===== config.mk =====
export PLATFORM = sky130hd
export DESIGN_NAME = alu_issue
export DESIGN_NICKNAME = d
export VERILOG_FILES = /design/src/rtl/alu_pkg.sv /design/src/rtl/regfile_8x16.sv /design/src/rtl/alu_issue.sv
export SDC_FILE = /design/constraint.sdc
export NUM_CORES = 1
export LEC_CHECK = 0
export BUFFER_PORTS_ARGS = -buffer_cell sky130_fd_sc_hd__buf_2
export CAP_MARGIN = 20
export CORE_ASPECT_RATIO = 2
export CORE_MARGIN = 10
export CORE_UTILIZATION = 55
export CTS_CLUSTER_DIAMETER = 40
export CTS_CLUSTER_SIZE = 8
export DETAILED_ROUTE_END_ITERATION = 8
export PLACE_DENSITY_LB_ADDON = 0.08
export SLEW_MARGIN = 10
export SYNTH_ARGS = -nofsm -noshare
export SYNTH_HDL_FRONTEND = slang
export SYNTH_SLANG_ARGS = --single-unit

===== constraint.sdc =====
create_clock -name clk -period 2.91 [get_ports clk]
set_input_delay 0.291 -clock clk [delete_from_list [all_inputs] [get_ports clk]]
set_output_delay 0.291 -clock clk [all_outputs]
set_load 0.02 [all_outputs]

===== src/rtl/alu_pkg.sv =====
// Shared definitions for the ALU issue stage: widths, opcodes, compare-bit
// positions and the sequencing FSM state type.
package alu_pkg;
    localparam int DATA_W  = 16;
    localparam int OP_W    = 4;
    localparam int REG_CNT = 8;
    localparam int REG_AW  = $clog2(REG_CNT);

    localparam logic [OP_W-1:0] OP_SUB = 4'b0001;

    localparam int CMP_GT = 2;
    localparam int CMP_EQ = 1;
    localparam int CMP_LT = 0;

    typedef enum logic [1:0] {
        ST_IDLE = 2'd0,
        ST_EXEC = 2'd1,
        ST_WB   = 2'd2
    } state_e;
endpackage


===== src/rtl/regfile_8x16.sv =====
// 8-entry register file: two operand read ports, one debug read port,
// one synchronous write port. r0 is hardwired to zero.
module regfile_8x16
    import alu_pkg::*;
#(
    parameter int DW  = alu_pkg::DATA_W,
    parameter int CNT = alu_pkg::REG_CNT,
    parameter int AW  = $clog2(CNT)
) (
    input  logic          clk,
    input  logic          rst_n,
    input  logic [AW-1:0] ra_addr,
    output logic [DW-1:0] ra_data,
    input  logic [AW-1:0] rb_addr,
    output logic [DW-1:0] rb_data,
    input  logic [AW-1:0] dbg_addr,
    output logic [DW-1:0] dbg_data,
    input  logic          we,
    input  logic [AW-1:0] wa,
    input  logic [DW-1:0] wd
);
    logic [DW-1:0] mem_q [CNT];

    always_ff @(posedge clk or negedge rst_n) begin
        if (!rst_n) begin
            for (int i = 0; i < CNT; i++) mem_q[i] <= '0;
        end else if (we && (wa != '0)) begin
            mem_q[wa] <= wd;
        end
    end

    // r0 is masked on read so a stray write could never leak through.
    assign ra_data  = (ra_addr  == '0) ? '0 : mem_q[ra_addr];
    assign rb_data  = (rb_addr  == '0) ? '0 : mem_q[rb_addr];
    assign dbg_data = (dbg_addr == '0) ? '0 : mem_q[dbg_addr];
endmodule


===== src/rtl/alu_issue.sv =====
// Single-issue operand fetch / execute / writeback sequencer around an
// external combinational ALU. One instruction every three cycles.
module alu_issue
    import alu_pkg::*;
#(
    parameter int DATA_W  = alu_pkg::DATA_W,
    parameter int REG_CNT = alu_pkg::REG_CNT,
    parameter int OP_W    = alu_pkg::OP_W
) (
    input  logic              clk,
    input  logic              rst_n,
    input  logic              instr_valid,
    output logic              instr_ready,
    input  logic [OP_W-1:0]   instr_op,
    input  logic [2:0]        instr_ra,
    input  logic [2:0]        instr_rb,
    input  logic [2:0]        instr_rd,
    input  logic              instr_imm_en,
    input  logic [DATA_W-1:0] instr_imm,
    input  logic              instr_ld,
    input  logic              instr_wb_en,
    output logic [DATA_W-1:0] alu_a,
    output logic [DATA_W-1:0] alu_b,
    output logic [OP_W-1:0]   alu_op,
    input  logic [DATA_W-1:0] alu_out,
    input  logic [2:0]        alu_comp,
    output logic [2:0]        flags,
    output logic              wb_valid,
    output logic [2:0]        wb_rd,
    output logic [DATA_W-1:0] wb_data,
    input  logic [2:0]        dbg_addr,
    output logic [DATA_W-1:0] dbg_data
);
    state_e            state_q;
    logic [DATA_W-1:0] a_q, b_q, imm_q;
    logic [OP_W-1:0]   op_q;
    logic [2:0]        rd_q, flags_q, wb_rd_q;
    logic              ld_q, wb_en_q, wb_valid_q;
    logic [DATA_W-1:0] wb_data_q;
    logic [DATA_W-1:0] rf_a, rf_b;
    logic [DATA_W-1:0] result_d;

    regfile_8x16 #(.DW(DATA_W), .CNT(REG_CNT), .AW(3)) u_rf (
        .clk      (clk),
        .rst_n    (rst_n),
        .ra_addr  (instr_ra),
        .ra_data  (rf_a),
        .rb_addr  (instr_rb),
        .rb_data  (rf_b),
        .dbg_addr (dbg_addr),
        .dbg_data (dbg_data),
        .we       (wb_valid_q),
        .wa       (wb_rd_q),
        .wd       (wb_data_q)
    );

    assign result_d = ld_q ? imm_q : alu_out;

    always_ff @(posedge clk or negedge rst_n) begin
        if (!rst_n) begin
            state_q    <= ST_IDLE;
            a_q        <= '0;
            b_q        <= '0;
            imm_q      <= '0;
            op_q       <= '0;
            rd_q       <= '0;
            ld_q       <= 1'b0;
            wb_en_q    <= 1'b0;
            flags_q    <= '0;
            wb_valid_q <= 1'b0;
            wb_rd_q    <= '0;
            wb_data_q  <= '0;
        end else begin
            wb_valid_q <= 1'b0;
            unique case (state_q)
                ST_IDLE: begin
                    if (instr_valid) begin
                        a_q     <= rf_a;
                        b_q     <= instr_imm_en ? instr_imm : rf_b;
                        op_q    <= instr_op;
                        imm_q   <= instr_imm;
                        rd_q    <= instr_rd;
                        ld_q    <= instr_ld;
                        wb_en_q <= instr_wb_en;
                        state_q <= ST_EXEC;
                    end
                end
                ST_EXEC: begin
                    if (!ld_q) flags_q <= alu_comp;
                    // wb_valid_q doubles as the regfile write strobe, so the
                    // write lands on the edge that ends the WB cycle.
                    if ((wb_en_q || ld_q) && (rd_q != '0)) begin
                        wb_valid_q <= 1'b1;
                        wb_rd_q    <= rd_q;
                        wb_data_q  <= result_d;
                    end
                    state_q <= ST_WB;
                end
                ST_WB:   state_q <= ST_IDLE;
                default: state_q <= ST_IDLE;
            endcase
        end
    end

    assign instr_ready = (state_q == ST_IDLE);
    assign alu_a       = a_q;
    assign alu_b       = b_q;
    assign alu_op      = op_q;
    assign flags       = flags_q;
    assign wb_valid    = wb_valid_q;
    assign wb_rd       = wb_rd_q;
    assign wb_data     = wb_data_q;
endmodule


---- After elaboration in Yosys (flattened, before gate mapping) ----
Cells that the tools add are included.
storage, ports and cells
  register bits after elaboration ......... 210
  bits of input ports ..................... 57
  output and inout port bits .............. 76
cells by class
  $lt $le $gt $ge ......................... 5
  eq/ne operators ......................... 2
  muxes and demuxes ....................... 21
  bitwise operators ....................... 5
  reductions and logical operators ........ 13
operator list
  kind                count
  $mux 16             12
  $bmux 16 s3         3
  $bwmux 128          1
  $demux 16 s3        1
  $ge 4x4->1 const B  4
  $not 3->4           4
  $logic_not 3->1     3
  $reduce_and 2->1    3
  $reduce_bool 3->1   2
  $lt 4x1->1 const B  1
  $pmux 2 s2          1
  $logic_and 1x1->1   3
  $eq 2x1->1 const B  1
  $logic_not 2->1     1
  $mux 1              2
  $mux 2              1
  $ne 2x2->1 const B  1
  $logic_or 1x1->1    1
  $not 1->1           1

---- Longest topological paths before layout ----
Gate-level depths: netlist (run 1).
  depth in word-level cells ............... 6
  gate-level depth with buffers ........... 7
  mapped depth without buffers ............ 6

---- Cells and area by module ----
A second synthesis (run 1) with hierarchy kept.
unflattened totals
  cells, all modules ...................... 799
  area total of the unflattened synthesis .. 10636.5 um^2
modules (own cells, without submodules)
  module        instances  cells an instance  area an instance (um^2)
  regfile_8x16  1          564                7204.4
  alu_issue     1          235                3432.0

---- Worst setup path before layout (run 1) ----
OpenSTA, ideal clock, no wires.
  path kind ............................... input -> output
  start ................................... input dbg_addr[0]
  end ..................................... output dbg_data[13]
  arrival ................................. 1.507 ns
  data required time ...................... 2.619 ns
  slack ................................... 1.112 ns
  stages .................................. 5
  cells stage by stage .................... buf_2 > buf_2 > mux4_2 > nand2_1 > o21ai_0
between the ends
  longest elaborated chain between the ends .. 5
  elaborated cells between the ends (all ways) .. 6
RTL lines
  what                                        RTL line            source
  start: declaration                          alu_issue.sv:31     input logic [2:0] dbg_addr,
  $not 3->4 (implied by the code)             regfile_8x16.sv:35  assign dbg_data = (dbg_addr == '0) ? '0 : mem_q[dbg_addr];
  $bmux 16 s3                                 regfile_8x16.sv:35
  $mux 16 (implied by the code) (2 in a row)  regfile_8x16.sv:35
  $mux 16 *                                   regfile_8x16.sv:35
  end: declaration                            alu_issue.sv:32     output logic [DATA_W-1:0] dbg_data
Every way passes the cells marked *; elsewhere a longest branch is shown, timed or not. The select of a mux whose other input is x is not followed.

---- Worst setup path in the final report (run 1) ----
  start ................................... input dbg_addr[0]
  end ..................................... output dbg_data[6]
Same word-level chain as after synthesis.

==> results.json, run 1 <==
{
  "synth_most_common_cell": "dfrtp_1",
  "cts_root_buf": "clkbuf_16",
  "antenna_found_initial": 0,
  "hpwl_mm": 22.4,
  "clock_latency_ns": 0.44,
  "drc_errors": 0,
  "design_area_mm2": 0.0119,
  "max-slew-margin-rel_pct": 52.2,
  "layout.nets": 1015,
  "grt_max_degree": 86,
  "endpoint_kind": "output port",
  "area_growth_pct": 14.1,
  "ys_async_sr_fraction_pct": 100,
  "synth_commonest_cells": "dfrtp_1, mux2_2, nand2_1, mux2i_1, buf_2",
  "synth.area.top_cells": "dfrtp_1, mux2_2, mux4_2, nand2_1, mux2i_1",
  "avgSynthCellArea_um2": 12.3,
  "first_global_vias": 8370,
  "drv_cap": 0,
  "synth_fp_nets": 899,
  "slowest_stage": "mux4_2",
  "wl_met1_mm": 11.4,
  "ys.warnings.count": 0,
  "clk_pin_slew_ns": 0.07,
  "cp_cell_sequence": "buf_2, buf_4, mux4_2, nand2_1, o21ai_0, buf_2",
  "viasPerCell": 6.53,
  "multi_input_area_mm2": 0.00507,
  "post_cts_resize_count": 0,
  "critPathLaunchType": "primary input",
  "track_usage_pct": 26.0,
  "synth.ff_latch_count": 194,
  "globalplace.congestion": 0.923,
  "critPathKind": "primary input to output port",
  "synth_edf_count": 0,
  "cp.required_ns": 2.62,
  "p_clk_share_pct": 24.3,
  "internal-power_uw": 7070,
  "status": "finished clean",
  "rsz0062_at_grt": "false",
  "ff2ff_path_depth": 2,
  "met2_length_mm": 16.7,
  "post_synth_num_cell_types": 52,
  "die_width_um": 117,
  "ios": 133,
  "leakagePower_uw": 0.00575,
  "synth_cells": 842,
  "power_density_mw_per_mm2": 934,
  "min_period_over_period_pct": 76.1,
  "clock_skew_ns": 0.0125,
  "utilization_pct": 63.5,
  "first_iter_violations": 572,
  "highest_layer": "met4",
  "row_count": 71,
  "fin_setup_tns_ns": 0,
  "dr.pass1.iters": 5,
  "synth_top_area_cell": "dfrtp_1",
  "drv_slew": 0,
  "postRouteAntennaNets": 0,
  "dpl.cell_count": 1157,
  "vias": 7775,
  "path_common_cell": "buf_2",
  "synth_top_area_share_pct": 46.8,
  "fin_cells": 1190,
  "cts_max_path_buffers": 2,
  "ys_seq_area_share_pct": 46.8,
  "io_buffers": 132,
  "initial_core_util_pct": 55.7,
  "core_region_area_mm2": 0.0187,
  "fillerInstances": 1504,
  "seq_power_share_pct": 44.1,
  "drive_above_1_share_pct": 44.5,
  "mappedNetlistArea_mm2": 0.0104,
  "min_period_ns": 2.21,
  "max_freq_mhz": 452,
  "wl_per_cell_um": 26.8,
  "irDropWorstVdd_mv": 0.822,
  "numCtsBuffers": 17,
  "min_path_type": "primary input to flip-flop",
  "die_h_um": 214,
  "p_switching_uw": 4000,
  "placed_area_mm2": 0.0112,
  "slowest_delay_ns": 0.53,
  "die_area_mm2": 0.0251,
  "grt_pass1_wl_mm": 49.1,
  "min_path_cells": 3,
  "clock-sinks": 194,
  "wl_met3_mm": 1.43,
  "wirelength_mm": 31.9,
  "antenna_cells": 0,
  "cts_tree": "built",
  "htree_levels": 4,
  "swShare_pct": 36.1,
  "grt-ovfl-total": 0,
  "synth_flop_cell": "dfrtp_1",
  "finalSetupViolations": 0,
  "whs_ns": 0.0376,
  "worst_slew_pin_slew_ns": 0.716,
  "p_comb_share_pct": 31.6,
  "crit_fanout": 16,
  "regArea_mm2": 0.00485,
  "arrival_ns": 1.92,
  "hold_violations": 0
}
## final timing paths
check                            endpoint        start  slack (ns)
max reg2reg                u_rf.mem_q[93]     wb_valid        1.01
max                           dbg_data[6]  dbg_addr[0]        0.70
min reg2reg                     alu_op[0]    alu_op[0]        0.47
min                               rd_q[0]  instr_rd[0]        0.04
min in group asynchronous        imm_q[8]        rst_n        0.45
max in group asynchronous  u_rf.mem_q[81]        rst_n        1.55
## final cells by class
type                    count  share of cell area [%]
clock buffers              19                    3.74
inverters                  11                   0.370
clock inverters            13                    1.95
repair buffers            164                    7.91
flip-flops and latches    194                    41.0
well taps                 219                    2.31
multi-input cells         570                    42.8
## cell usage in the layout, fill, tap and decap left out, types with 8 or more instances in the layout
| cell | synthesis | layout |
|---|---|---|
| mux2i_1 | 37 | 37 |
| nor2_1 | 23 | 23 |
| a221oi_1 | 17 | 17 |
| clkbuf_16 | 0 | 17 |
| o21ai_0 | 23 | 23 |
| nand2_1 | 111 | 110 |
| mux4_2 | 22 | 22 |
| o31ai_1 | 9 | 9 |
| mux2_2 | 191 | 191 |
| inv_1 | 9 | 9 |
| a22oi_1 | 23 | 23 |
| nand3_1 | 10 | 10 |
| o311ai_1 | 8 | 8 |
| buf_4 | 12 | 29 |
| buf_2 | 24 | 131 |
| o22ai_1 | 16 | 16 |
| mux2_4 | 12 | 12 |
| dfrtp_1 | 194 | 194 |
## power groups by stage
stage	logic, uW	clock network (uW)	registers [uW]
final	3500	2690	4880
after global routing	3780	2830	5000
after CTS	3540	2720	4850
after detailed placement	3520	0	4890
after global placement	3440	0	4820
after floorplan	2280	0	4750
## stage by stage
step	total power, uW	setup WS, ns
2_1_floorplan	7030	1.11
3_3_place_gp	8260	0.693
3_5_place_dp	8420	0.684
4_1_cts	11100	0.681
5_1_grt	11600	0.605
6_report	11100	0.696
## registers in the layout, summed over array words and instances (netlist names)
register	cells
rd_q	3
wb_rd	3
flags	3
ld_q	1
wb_data	16
u_rf.mem_q	112
wb_en_q	1
alu_b	16
alu_op	4
wb_valid	1
imm_q	16
alu_a	16
state_q	2
## routing by layer
metal	GRT usage, %	up-vias
met5	0	-
met4	18.9	0
met3	4.40	94
met2	43.1	275
met1	28.9	4032
li1	-	3374
## worst max-delay path, delay by kind of cell
kind / cells / cell delay (ns)
AO/OA/AOI/OAI: 1 / 0.11
buffers and inverters: 3 / 0.90
multiplexers: 1 / 0.53
AND/OR/NAND/NOR: 1 / 0.08
## what timing repair did
| item | CTS | global route |
|---|---|---|
| buffers inserted | 0 | 0 |
| hold buffers | 1 | 0 |
| hold endpoints to repair | 82 | 0 |
## logic make-up after synthesis
group                  Yosys count  share of synthesized area, %
AO/OA/AOI/OAI                  140                          9.88
buffers and inverters           78                          4.47
flip-flops                     194                          46.8
multiplexers                   268                          31.7
AND/OR/NAND/NOR                162                          7.17
Note: power is estimated with default switching activity, not from simulation.
==> inputs of run 2 (changes only) <==
--- a/config.mk
+++ b/config.mk
@@ -9,7 +9,7 @@
 export CAP_MARGIN = 20
 export CORE_ASPECT_RATIO = 2
 export CORE_MARGIN = 10
-export CORE_UTILIZATION = 55
+export CORE_UTILIZATION = 53
 export CTS_CLUSTER_DIAMETER = 40
 export CTS_CLUSTER_SIZE = 8
 export DETAILED_ROUTE_END_ITERATION = 8
==> constraint.sdc (replaced) <==
create_clock -name clk -period 1.8 [get_ports clk]
set_input_delay 0.18 -clock clk [delete_from_list [all_inputs] [get_ports clk]]
set_output_delay 0.18 -clock clk [all_outputs]
set_load 0.02 [all_outputs]
==> run 2 against run 1 <==
Effect of this change:
- the flow now finishes with violations (negative setup slack)
- largest power group unchanged
- global-route usage rose by 0.14 points
- flip-flop and latch count did not move
- count of clock-buffer cells in the layout fell by 1
- non-clock buffer count rose by 109
- critical path depth fell by 2
- wire length rose by 6.8%
- critical endpoint is now dbg_data[9]
- total power rose by 68%
- final cell count rose by 13%
==> results.json, run 2 (synthesis gave the netlist of run 1 again) <==
{
  "status": "complete, but fails checks",
  "violations": "negative setup slack",
  "layout_common_cells": "dfrtp_1, mux2_2, buf_2",
  "min_period_ns": 1.85,
  "dr.pass1.iters": 5,
  "drv_cap": 0,
  "hold_start": "instr_imm[10]",
  "cts_max_path_buffers": 2,
  "endpoint_kind": "output port",
  "postRouteAntennaNets": 0,
  "r2r_start": "state_q[1]",
  "cp_cell_sequence": "mux4_2, nand2_1, o21ai_0, buf_2",
  "irDropWorstVdd_mv": 1.10,
  "cts_root_buf": "clkbuf_16",
  "regArea_mm2": 0.00485,
  "utilization_pct": 66.9,
  "min_period_over_period_pct": 103,
  "viasPerCell": 6.14,
  "leakagePower_uw": 0.00631,
  "wl_per_cell_um": 25.4,
  "die_area_mm2": 0.0259,
  "row_count": 72,
  "htree_levels": 4,
  "grt_pass1_wl_mm": 52.0,
  "die_h_um": 218,
  "critPathLaunchType": "flip-flop",
  "critPathKind": "flip-flop to output port",
  "r2r_slack_ns": 0.13,
  "drc_errors": 0,
  "rsz0062_at_grt": "true",
  "crit_family": "multiplexers",
  "grt-ovfl-total": 0,
  "power_density_mw_per_mm2": 1440,
  "regMostFlops": "u_rf.mem_q",
  "initial_core_util_pct": 53.9,
  "antenna_found_initial": 1,
  "whs_ns": 0.0212,
  "hpwl_mm": 23.0,
  "drv_slew": 0,
  "core_region_area_mm2": 0.0193,
  "clock-sinks": 194,
  "crit_buf_inv": 1,
  "min_path_type": "primary input to flip-flop",
  "finalSetupViolations": 13,
  "numCtsBuffers": 17,
  "layout.nets": 1124,
  "io_buffers": 132,
  "first_global_vias": 9004,
  "multi_input_area_mm2": 0.00507,
  "worst_slew_pin_slew_ns": 0.462,
  "critPathLaunch": "u_rf.mem_q[9]",
  "first_iter_violations": 586,
  "max-slew-margin-rel_pct": 69.2,
  "fillerInstances": 1527,
  "track_usage_pct": 26.2,
  "largest_reg_flops": 112,
  "layout_commonest_cell": "dfrtp_1",
  "area_growth_pct": 24.3,
  "slowest_delay_ns": 0.46,
  "setup_ws_ns": -0.0458,
  "max_freq_mhz": 542,
  "cts_tree": "built",
  "drive_above_1_share_pct": 48.1,
  "vias": 8231,
  "clock_latency_ns": 0.45,
  "globalplace.congestion": 0.917,
  "crit_fanout": 2,
  "arrival_ns": 1.67,
  "wirelength_mm": 34.0,
  "cp.required_ns": 1.62,
  "slowest_stage": "mux4_2",
  "ios": 133,
  "hold_violations": 0,
  "grt_max_degree": 63,
  "die_width_um": 119,
  "clk_pin_slew_ns": 0.07,
  "clock_skew_ns": 0.00896
}
run 2: final cells by class:
type	count	share of cell area, %
Sequential cell	194	37.6
Inverter	11	0.339
Tap cell	259	2.51
Multi-Input combinational cell	570	39.3
Timing Repair Buffer	273	15.4
Clock buffer	18	3.40
Antenna cell	1	0.0194
Clock inverter	14	1.37
run 2: path summary, 6_finish.rpt:
| kind | endpoint | depth (start not counted) |
|---|---|---|
| min reg2reg | alu_a[7] | 2 |
| min | imm_q[10] | 3 |
| max in group asynchronous | wb_data[11] | 3 |
| min in group asynchronous | wb_data[8] | 2 |
| max | dbg_data[9] | 4 |
| max reg2reg | wb_data[3] | 5 |
run 2: repair_timing:
item / 4_1_cts / 5_1_grt
gates resized for setup: 20 / 5
endpoints found under the setup margin: 16 / 16
setup buffers: 41 / 19
hold buffers: 25 / 0
endpoints found under the hold margin: 102 / 0
pin swaps: 2 / 0
run 2: tightest hold or removal path, stage by stage:
cell,delay [ns]
buf_2,0.10
inv_1,0.07
o21ai_0,0.08
run 2: metal layers:
layer,routed length (um),vias to the layer above,track usage (%)
met2,18000,352,46.3
met5,0,-,0
met3,1800,98,5.08
met4,2240,0,18.1
li1,-,3583,-
met1,12000,4198,27.3
run 2: per-stage QoR:
stage	instance area (um^2)	setup TNS, ns	cells	total power, uW	worst slack (ns)
floorplan	10400	0	842	11400	0.159
global placement	11500	0	1222	13500	0.0798
detailed placement	11500	0	1222	13700	0.0645
CTS	12700	-0.384	1320	18300	-0.0513
global route	12900	-1.13	1340	19400	-0.129
finish	12900	-0.387	1340	18500	-0.0458
run 2: power by group:
part | leakage [uW] | switching [uW] | internal [uW]
combinational | 0.00350 | 3130 | 3640
clock | 0.000298 | 1780 | 2240
sequential | 0.00252 | 1860 | 5890
